### src/rtl/operand2_imm_encoder_if.sv
// Request/result bundle for the operand-2 immediate encoder.
// The master issues start/value and receives the encoded field; the slave is the encoder.
interface operand2_imm_encoder_if;
  logic        start;
  logic [31:0] value;
  logic        busy;
  logic        done;
  logic        valid;
  logic        inverted;
  logic [11:0] imm12;

  modport master (
    output start, value,
    input  busy, done, valid, inverted, imm12
  );

  modport slave (
    input  start, value,
    output busy, done, valid, inverted, imm12
  );
endinterface

### src/rtl/operand2_imm_encoder.sv
// Multi-cycle search for {rot, imm8} whose ROR(imm8, 2*rot) expansion reproduces a 32-bit constant,
// optionally through its complement (MOV/MVN substitution). One candidate is tested per cycle.
module operand2_imm_encoder #(
  parameter bit TRY_INVERT = 1'b1
) (
  input logic                    clk_i,
  input logic                    rst_i,
  operand2_imm_encoder_if.slave  bus_s
);

  localparam logic [4:0] LAST_K = TRY_INVERT ? 5'd31 : 5'd15;

  typedef enum logic {
    IDLE   = 1'b0,
    SEARCH = 1'b1
  } state_t;

  state_t      state_q;
  logic [4:0]  k_q;
  logic [31:0] v_q;
  logic        done_q;
  logic        valid_q;
  logic        inverted_q;
  logic [11:0] imm12_q;

  logic [31:0] cand;
  logic [4:0]  rot_amt;
  logic [63:0] dbl;
  logic [31:0] rol_val;
  logic        hit;

  // k[4] selects the complemented operand; the upper half of {c,c}<<n is ROL(c, n).
  always_comb begin
    cand    = k_q[4] ? ~v_q : v_q;
    rot_amt = {k_q[3:0], 1'b0};
    dbl     = {cand, cand} << rot_amt;
    rol_val = dbl[63:32];
    hit     = (rol_val[31:8] == 24'd0);
  end

  always_ff @(posedge clk_i or posedge rst_i) begin
    if (rst_i) begin
      state_q    <= IDLE;
      k_q        <= 5'd0;
      v_q        <= 32'd0;
      done_q     <= 1'b0;
      valid_q    <= 1'b0;
      inverted_q <= 1'b0;
      imm12_q    <= 12'd0;
    end else begin
      done_q <= 1'b0;
      case (state_q)
        IDLE: begin
          if (bus_s.start) begin
            v_q     <= bus_s.value;
            k_q     <= 5'd0;
            state_q <= SEARCH;
          end
        end
        SEARCH: begin
          if (hit) begin
            valid_q    <= 1'b1;
            inverted_q <= k_q[4];
            imm12_q    <= {k_q[3:0], rol_val[7:0]};
            done_q     <= 1'b1;
            state_q    <= IDLE;
          end else if (k_q == LAST_K) begin
            valid_q    <= 1'b0;
            inverted_q <= 1'b0;
            imm12_q    <= 12'd0;
            done_q     <= 1'b1;
            state_q    <= IDLE;
          end else begin
            k_q <= k_q + 5'd1;
          end
        end
        default: state_q <= IDLE;
      endcase
    end
  end

  assign bus_s.busy     = (state_q == SEARCH);
  assign bus_s.done     = done_q;
  assign bus_s.valid    = valid_q;
  assign bus_s.inverted = inverted_q;
  assign bus_s.imm12    = imm12_q;

endmodule

### src/flat_wrapper.sv
// flat-port wrapper written by rule: the top's interface ports become plain ports
module operand2_imm_encoder_flat 
#(
  parameter bit TRY_INVERT = 1'b1
)
  (clk_i, rst_i, bus_s_start, bus_s_value, bus_s_busy, bus_s_done, bus_s_valid, bus_s_inverted, bus_s_imm12);
  operand2_imm_encoder_if bus_s_i ();
  input logic clk_i;
  input logic rst_i;
  input wire logic [$bits(bus_s_i.start)-1:0] bus_s_start;
  input wire logic [$bits(bus_s_i.value)-1:0] bus_s_value;
  output wire logic [$bits(bus_s_i.busy)-1:0] bus_s_busy;
  output wire logic [$bits(bus_s_i.done)-1:0] bus_s_done;
  output wire logic [$bits(bus_s_i.valid)-1:0] bus_s_valid;
  output wire logic [$bits(bus_s_i.inverted)-1:0] bus_s_inverted;
  output wire logic [$bits(bus_s_i.imm12)-1:0] bus_s_imm12;
  assign bus_s_i.start = bus_s_start;
  assign bus_s_i.value = bus_s_value;
  assign bus_s_busy = bus_s_i.busy;
  assign bus_s_done = bus_s_i.done;
  assign bus_s_valid = bus_s_i.valid;
  assign bus_s_inverted = bus_s_i.inverted;
  assign bus_s_imm12 = bus_s_i.imm12;
  operand2_imm_encoder #(.TRY_INVERT(TRY_INVERT)) u_core (.clk_i(clk_i), .rst_i(rst_i), .bus_s(bus_s_i));
endmodule
### config.mk
export PLATFORM = sky130hd
export DESIGN_NAME = operand2_imm_encoder_flat
export DESIGN_NICKNAME = d
export VERILOG_FILES = /design/src/rtl/operand2_imm_encoder_if.sv /design/src/rtl/operand2_imm_encoder.sv /design/src/flat_wrapper.sv
export SDC_FILE = /design/constraint.sdc
export NUM_CORES = 1
export LEC_CHECK = 0
export BUFFER_PORTS_ARGS = -buffer_cell sky130_fd_sc_hd__buf_4
export CORE_ASPECT_RATIO = 0.8
export CORE_MARGIN = 4
export CORE_UTILIZATION = 59
export DETAILED_ROUTE_END_ITERATION = 6
export GPL_TIMING_DRIVEN = 0
export HOLD_SLACK_MARGIN = 0.06
export PLACE_DENSITY_LB_ADDON = 0.08
export SYNTH_ARGS = -nofsm -noshare
export SYNTH_HDL_FRONTEND = slang
export SYNTH_SLANG_ARGS = --single-unit
### constraint.sdc
create_clock -name clk_i -period 9.36 [get_ports clk_i]
set_input_delay 0.468 -clock clk_i [delete_from_list [all_inputs] [get_ports clk_i]]
set_output_delay 0.468 -clock clk_i [all_outputs]
set_load 0.005 [all_outputs]
Word level (Yosys, flattened, before mapping)
Cells that the tools add are included.
Word-level totals
  register bits after elaboration: 53
  bits of input ports: 35
  logic and storage cells: 37
Cells by class
  bitwise logic cells: 2
  $add $sub $neg: 1
  reductions and logical operators: 5
  multiplexer cells: 17
  eq/ne operators: 4
  shift operators: 1
Operator list (count)
  $shl 64x5->64: 1
  $mux 32: 1
  $not 32->32: 1
  $logic_not 24->1: 1
  $mux 12: 2
  $mux 5: 3
  $pmux 5 s2: 1
  $mux 1: 9
  $ne 2x2->1 const B: 3
  $add 5x1->5 const B: 1
  $eq 5x5->1 const B: 1
  $reduce_and 2->1: 2
  $reduce_and 3->1: 1
  $pmux 1 s2: 1
  $reduce_bool 2->1: 1
  $not 1->1: 1

Logic depth before layout (Yosys ltp)
Gate-level depths: netlist (run 1).
  depth in word-level cells: 6
  mapped depth: 14

Least setup slack after synthesis (run 1)
Ideal clock, no wire load.
  path type: register -> register
  from: reg u_core.k_q[0]
  to: reg u_core.imm12_q[6] (netlist: u_core.bus_s.imm12[6])
  arrival time: 3.139 ns
  library setup time: 0.121 ns
  path slack: 6.100 ns
  required time: 9.239 ns
  cell stages (with the launch flop): 12
  period minus slack after synthesis: 3.260 ns
  cells stage by stage: dfrtp_1 buf_2 mux4_2 a222oi_1 mux2i_1 a32oi_1 or3_1 a221oi_2 and2_4 o21ai_4 buf_6 a22o_1
Between the ends
  word-level cells in the longest chain between the ends: 4
  elaborated cells on any way between the ends: 6
  those cells by class: eq/ne (1); shift (1); mux (1); reduce/logical (3)
RTL lines
  from (decl): line operand2_imm_encoder.sv:19  | logic [4:0] k_q;
  from (signal assigned): line operand2_imm_encoder.sv:74  | k_q <= k_q + 5'd1;
  $shl 64x5->64: line operand2_imm_encoder.sv:36  | dbl = {cand, cand} << rot_amt;
  $logic_not 24->1: line operand2_imm_encoder.sv:38  | hit = (rol_val[31:8] == 24'd0);
  $reduce_bool 2->1 (no line)
  $reduce_and 2->1 (no line)
  to (signal assigned): line operand2_imm_encoder.sv:64  | imm12_q <= {k_q[3:0], rol_val[7:0]};
  to (decl): line operand2_imm_encoder.sv:24  | logic [11:0] imm12_q;
Parallel ways exist; a longest one is shown, timed or not.
A chain may end at the register's enable or synchronous reset.

Worst setup path after layout (run 1)
  from: reg u_core.k_q[4]
  to: reg u_core.imm12_q[4] (netlist: u_core.bus_s.imm12[4])
Between the ends
  word-level cells in the longest chain between the ends: 5
  elaborated cells on any way between the ends: 7
  those cells by class: eq/ne (1); shift (1); mux (2); reduce/logical (3)
RTL lines
  $mux 32: line operand2_imm_encoder.sv:34  | cand = k_q[4] ? ~v_q : v_q;
  $shl 64x5->64: line operand2_imm_encoder.sv:36
  $logic_not 24->1: line operand2_imm_encoder.sv:38
  $reduce_bool 2->1 (no line)
  $reduce_and 2->1 (no line)
Parallel ways exist; a longest one is shown, timed or not.

==> summary.md, run 1 <==
| Metric | Value |
|---|---|
| Setup TNS | 0 ns |
| Max Transition Viols Final | 0 |
| HP Class | in2async |
| Detailed Place HPWL | 9590 um |
| Worst hold slack | 0.184 ns |
| CP max FO | 10 |
| DR pass1 iterations | 7 |
| Fin crit share | 41.3% |
| Clk buf depth | 2 |
| Total track usage | between 20% and 30% |
| H-Tree Depth | 2 |
| Most numerous cell in the Yosys netlist | dfrtp_1 |
| Highest metal used | met4 |
| Routed len/inst | 22.6 um |
| Post-synthesis cell type count | 58 |
| Sw frac | approximately half |
| Post-synthesis cell area | 4460 sq um |
| Vias in the first global route | 3799 |
| Fmax | 0.259 GHz |
| Simple-gate area share of the yosys netlist | 15.6% |
| Largest family of logic cells by synthesized area | multiplexers |
| Area share of the largest cell type after synthesis | 29.8% |
| Combinational power share | 70.1% |
| DP Worst Slack | roughly 5.6 ns |
| Number of remaining DRC errors | 0 |
| Peak VDD IR | roughly 0.19 mV |
| Fill count | around 600 |
| Grt total ovfl | 0 |
| Syn Inst Count | roughly 420 |
| Routed vias | 3925 |
| CP startpoint kind | flip-flop |
| Clock transition at path regs | between 0.1 and 0.15 ns |
| Rows | 28 |
| Post-Syn Area per Cell | roughly 11 sq um |
| DR WL met3 | 1580 um |
| Initial Utilization | roughly three fifths |
| GPL Wtd Cong | 0.998 |
| Sequential share of power | 23.2% |
| Chip width | 105 um |
| Die Ht | 85.7 um |
| Crit path kind | reg2reg |
| # hold bufs at CTS | 0 |
| Synth Area in Compound Gates | 10.6% |
| Relative slew slack | roughly half |
| Die area | 9010 sq um |
| CTS tree | yes |
| Post-synth EDFFs | 0 |
| Core Area | 7360 sq um |
| Int Power | 1070 uW |
| Final worst slack | about 5.5 ns |
| Synth warnings | 0 |
| Max Clock Skew | 0.00903 ns |
| Syn nets | 456 |
| Post-Route M1 WL | approximately 5300 um |
| Clock sinks | 53 |
| Ranking of synthesized cells by area | dfrtp_1, mux4_2, mux2_2 |
| IO buf count | 50 |
| Hold Violations, Final | 0 |
| Initial antenna violation count | 0 |
| Drt initial violations | 428 |
| N_diodes | 0 |
| Met2 wire length | 5570 um |
| Leak | 0.00217 uW |
| Total power divided by cell area | 412 nW/um^2 |
| RSZ-0062 raised after global routing | false |
| Layout cells sized above 1 | 35.6% |
| Largest net degree at the start of global routing | 30 |
| Worst skew pair latency | 0.33 ns |
| Synth Area in XOR/XNOR | around 3.3% |
| Sequential element share of the synthesized area | 29.8% |
| Area growth from synthesis to layout | 13.4% |
| Vias per cell | 6.91 |
| Asr flop ratio synth | 100% |
| Post-cts resize count | 0 |
| IO Count | 51 |
| Max cap viols | 0 |
| Status | finished, final reports clean |
| Main synth FF type | dfrtp_1 |
| Adder-cell share of the synthesized area | 0.562% |
| Worst setup EP type | flip-flop |
| CTS root buf | clkbuf_8 |
| Yosys reg bits | 53 |
| First-pass GRT wire length | around 21000 um |
| Postcts setup bufs | 0 |
| Num CTS Buffers | 5 |
| Most frequent cells after synthesis | dfrtp_1, mux2_2, mux2i_1 |
| Worst EP arrival | just over 4 ns |
| Critical path required time | 9.58 ns |
| Final Routed Wirelength | 12800 um |
| Mux share of post-synthesis cell area | between 30 and 40% |
| Yosys top cell by area | dfrtp_1 |
| Worst-margin pin slew | 0.772 ns |
| Clock power frac | about 6.7% |
| Final min period | about 3.9 ns |
| ANT nets after route | 0 |
| Final nets | 514 |
| Final setup violation count | 0 |
| Switching pwr | 1010 uW |
worst max-delay path: stages, from the launching register on:
cell      delay [ns]
dfrtp_1         0.37
buf_2           0.18
clkbuf_1        0.43
clkbuf_1        0.48
buf_2           0.42
nand2_1         0.09
mux2i_1         0.17
o2111a_1        0.23
nor2_1          0.05
o41ai_1         0.58
and2_4          0.29
o21ai_4         0.08
buf_6           0.16
a22o_1          0.22
power groups by stage:
stage          clock (uW)  sequential [uW]  combinational, uW
2_1_floorplan           0              404               1130
5_1_grt               153              491               1560
6_report              140              483               1460
3_3_place_gp            0              470               1380
4_1_cts               139              469               1420
3_5_place_dp            0              475               1420
worst paths after layout:
| kind | start | cells past startpoint | to | slack (ns) |
|---|---|---|---|---|
| worst min register to register | u_core.bus_s.valid | 1 | u_core.bus_s.valid | 0.50 |
| max in group asynchronous | rst_i | 3 | u_core.v_q[6] | 8.61 |
| worst min-delay path | rst_i | 2 | u_core.v_q[22] | 0.18 |
| min in group clk_i | bus_s_value[18] | 2 | u_core.v_q[18] | 0.36 |
| worst max-delay path | u_core.k_q[4] | 13 | u_core.bus_s.imm12[4] | 5.49 |
| worst max register to register | u_core.k_q[4] | 13 | u_core.bus_s.imm12[4] | 5.49 |
kinds of logic after synthesis:
| kind of cell | count (synthesis) |
|---|---|
| fa+ha+maj | 2 |
| simple gates | 131 |
| mux | 110 |
| xor+xnor | 17 |
| compound gates | 57 |
| flops | 53 |
| buf+inv | 49 |
sequential cells by signal, indices dropped and copies added, names as in the netlist:
register               cells
u_core.bus_s.busy          1
u_core.bus_s.done          1
u_core.bus_s.imm12        12
u_core.bus_s.inverted      1
u_core.bus_s.valid         1
u_core.k_q                 5
u_core.v_q                32
cell usage in the layout (no fill, tap or decap), types with 14 or more instances in the layout:
master / Yosys / layout
and3_1: 14 / 14
buf_2: 14 / 14
buf_4: 6 / 56
clkbuf_1: 15 / 15
dfrtp_1: 53 / 53
mux2_2: 40 / 40
mux2i_1: 39 / 39
mux4_2: 30 / 30
nand2_1: 22 / 22
nand3_1: 17 / 17
nor2_1: 14 / 14
nor3_1: 24 / 24
final cells by class:
cell class | count | area, sq um | area share (%)
well taps | 90 | 113 | 2.23
multi-input cells | 317 | 2880 | 56.9
plain buffers | 44 | 235 | 4.65
inverters | 5 | 18.8 | 0.371
clock inverters | 3 | 21.3 | 0.421
clock buffers | 5 | 68.8 | 1.36
flip-flops and latches | 53 | 1330 | 26.2
repair buffers | 51 | 395 | 7.82
metrics by stage:
stage | area, sq um | cells | power [uW] | util (%)
3_3_place_gp | 4940 | 559 | 1850 | 67.2
2_1_floorplan | 4460 | 419 | 1540 | -
3_5_place_dp | 4960 | 560 | 1900 | 67.5
4_1_cts | 5050 | 568 | 2030 | 68.7
6_report | 5050 | 568 | 2080 | 68.7
5_1_grt | 5050 | 568 | 2200 | 68.7
layer usage:
layer / vias to the layer above / global-route usage, %
met2: 282 / 43.6
met4: 0 / 8.22
met5: - / 0
met1: 1891 / 42.3
li1: 1706 / -
met3: 46 / 8.58
Note: power is estimated with default switching activity, not from simulation.
==> inputs of run 2 (changes only) <==
- ABC_AREA: not set -> 1
- CORE_UTILIZATION: 59 -> 54
- clock period: 9.36 -> 3.5 ns (I/O delays scaled with it)
==> run 2 against run 1 <==
Clock skew up 0.0081 ns. Die area is 3.4% higher. Highest routed layer unchanged. Total power increased to 2.5 times the previous value. Sequential cell count is the same. Critical endpoint is now u_core.bus_s.imm12[11].
==> summary.md, run 2 <==
| Metric | Value |
|---|---|
| Relative slew slack | 58.3% |
| Worst hold slack | 0.0800 ns |
| Max Transition Viols Final | 0 |
| Asr flop ratio synth | 100% |
| Final Routed Wirelength | 14600 um |
| Worst-margin pin slew | 0.626 ns |
| Most numerous cell in the Yosys netlist | nand2_1 |
| Post-synthesis cell type count | 27 |
| Yosys reg bits | 53 |
| Commonest non-fill, non-tap cell in the layout | nand2_1 |
| Crit path kind | reg2reg |
| Initial antenna violation count | 0 |
| Combinational power share | about three quarters |
| Sw frac | around 58% |
| RR Startpoint | u_core.k_q[1] |
| Status | finished, final reports clean |
| Leak | 0.00270 uW |
| WHS Path Cells | 3 |
| Final setup violation count | 0 |
| Initial Utilization | 56.4% |
| Routed vias | 4735 |
| Fill count | 737 |
| Routed len/inst | around 18 um |
| Number of remaining DRC errors | 0 |
| Ranking of synthesized cells by area | dfrtp_1, nand2_1, nand3_1 |
| Sequential element share of the synthesized area | 31.3% |
| Largest net degree at the start of global routing | 28 |
| Worst setup EP type | flip-flop |
| RSZ-0062 raised after global routing | false |
| Synth warnings | 0 |
| Postcts setup bufs | 0 |
| Final min period | 2.58 ns |
| Area share of the largest cell type after synthesis | 31.3% |
| Worst skew pair latency | 0.33 ns |
| Post-Syn Area per Cell | approximately 6.4 sq um |
| Num CTS Buffers | 5 |
| Pwr Total | 5250 uW |
| CTS root buf | clkbuf_8 |
| IO buf count | 50 |
| Layout cells sized above 1 | a little under a fifth |
| Largest register FFs | 32 |
| Worst R2R Setup Slack | 0.92 ns |
| Placed instance area | 4760 sq um |
| Clock power frac | 7.6% |
| Drt initial violations | 533 |
| Most frequent cells in the layout | nand2_1, nand3_1, buf_4, inv_1, dfrtp_1 |
| Total track usage | about a third |
| Worst EP arrival | 2.80 ns |
| Most frequent cells after synthesis | nand2_1, nand3_1, inv_1 |
| Final nets | 757 |
| Max Clock Skew | between 0.015 and 0.02 ns |
| DR pass1 iterations | 5 |
| Total power divided by cell area | 1080 nW/um^2 |
| Syn nets | 698 |
| Main synth FF type | dfrtp_1 |
| CP max FO | 10 |
| Peak VDD IR | roughly 0.66 mV |
| Final Instance Area | between 4000 and 5000 sq um |
| Top reg by flops | u_core.v_q |
| Fmax | roughly 0.39 GHz |
| Switching pwr | 3020 uW |
| Fin crit share | between 70% and 80% |
| Setup TNS | 0 ns |
| Yosys top cell by area | dfrtp_1 |
| Rows | 28 |
| Grt total ovfl | 0 |
| Int Power | between 2000 and 2500 uW |
| Sequential share of power | 19.1% |
| Post-synth EDFFs | 0 |
| Hold Startpoint | bus_s_value[31] |
| Clock sinks | 53 |
| Hold EP | u_core.v_q[31] |
| H-Tree Depth | 2 |
| Clk buf depth | 2 |
| CP startpoint kind | flip-flop |
| Post-synthesis cell area | 4230 sq um |
| CTS tree | yes |
| Max cap viols | 0 |
| GPL Wtd Cong | 1.12 |
| Critical R2R Capture | u_core.bus_s.imm12[11] |
| ANT nets after route | 0 |
| Critical path required time | approximately 3.7 ns |
| Die area | 9330 sq um |
| Clock transition at path regs | 0.12 ns |
| HP Class | in2reg |
| Syn Inst Count | about 660 |
| Die Ht | 87.2 um |
| Vias in the first global route | roughly 4600 |
| Area growth from synthesis to layout | 14.9% |
| Worst R2R Path Depth | 15 |
| Post-cts resize count | 0 |
| Chip width | between 100 and 150 um |
| First-pass GRT wire length | 23300 um |
| Hold Violations, Final | 0 |
| N_diodes | 0 |
| IO Count | 51 |
| Detailed Place HPWL | 11200 um |
| Core Area | roughly 7500 sq um |
| Vias per cell | 5.73 |
run 2: per-layer routing:
metal | vias to the layer above | global-route usage, % | share of wire [%]
met3 | 32 | 6.08 | 8.7
met2 | 233 | 52.1 | 45
met1 | 2205 | 44.4 | 43
met4 | 0 | 12.7 | 2.9
met5 | - | 0 | 0
li1 | 2265 | - | -
run 2: repair_timing:
| item | CTS | global route |
|---|---|---|
| endpoints found under the setup margin | 0 | 0 |
| hold buffers | 1 | 0 |
| endpoints found under the hold margin | 26 | 0 |
run 2: final cells by class:
cell class	instances	area [sq um]	area share [%]
Buffer	40	287	5.89
Clock buffer	5	68.8	1.42
Clock inverter	3	25.0	0.515
Inverter	56	213	4.37
Multi-Input combinational cell	512	2410	49.5
Sequential cell	53	1330	27.3
Tap cell	105	131	2.70
Timing Repair Buffer	52	405	8.34
run 2: power groups by stage:
stage	Combinational, uW	Sequential (uW)	Clock [uW]
2_1_floorplan	2740	971	0
3_3_place_gp	3690	993	0
3_5_place_dp	3730	1000	0
4_1_cts	3740	996	392
5_1_grt	4250	1030	422
6_report	3850	1000	398
run 2: metrics by stage:
stage,cells,setup WS [ns],utilization [%]
2_1_floorplan,661,1.55,-
3_3_place_gp,816,1.01,63.2
3_5_place_dp,817,0.999,63.5
4_1_cts,826,0.975,64.9
5_1_grt,826,0.788,64.9
6_report,826,0.919,64.9
run 2: critical path, stage by stage, from the launching register on:
cell and delay (ns):
dfrtp_1 0.40, buf_2 0.20, inv_1 0.24, buf_2 0.33, nand3_1 0.14, nand2_1 0.13
nand2_1 0.09, nor2_2 0.10, inv_1 0.05, nand2_1 0.05, nand3_1 0.11, nand2_2 0.14
nand4_4 0.15, buf_6 0.18, nand3_1 0.09, o21ai_2 0.06
run 2: worst max-delay path by stage:
stage	startpoint	endpoint	slack, ns	cells past startpoint
3_5_place_dp	u_core.k_q[1]	u_core.bus_s.imm12[11]	1.0	15
5_1_grt	u_core.k_q[1]	u_core.bus_s.imm12[11]	0.79	15
3_3_place_gp	u_core.k_q[1]	u_core.bus_s.imm12[11]	1.01	15
4_1_cts	u_core.k_q[1]	u_core.bus_s.imm12[11]	0.97	15
6_report	u_core.k_q[1]	u_core.bus_s.imm12[11]	0.92	15
2_1_floorplan	u_core.k_q[4]	u_core.bus_s.imm12[11]	1.55	15
run 2: logic make-up (layout without fill, tap and decap cells):
| logic type | after synthesis | in the layout | share of synthesized area (%) |
|---|---|---|---|
| AOI/OAI and AO/OA | 63 | 63 | 8.96 |
| adders and majority gates | 2 | 2 | 0.591 |
| buffers and inverters | 96 | 156 | 11.8 |
| DFF | 53 | 53 | 31.3 |
| muxes | 1 | 1 | 0.237 |
| and+or+nand+nor | 446 | 446 | 47.1 |
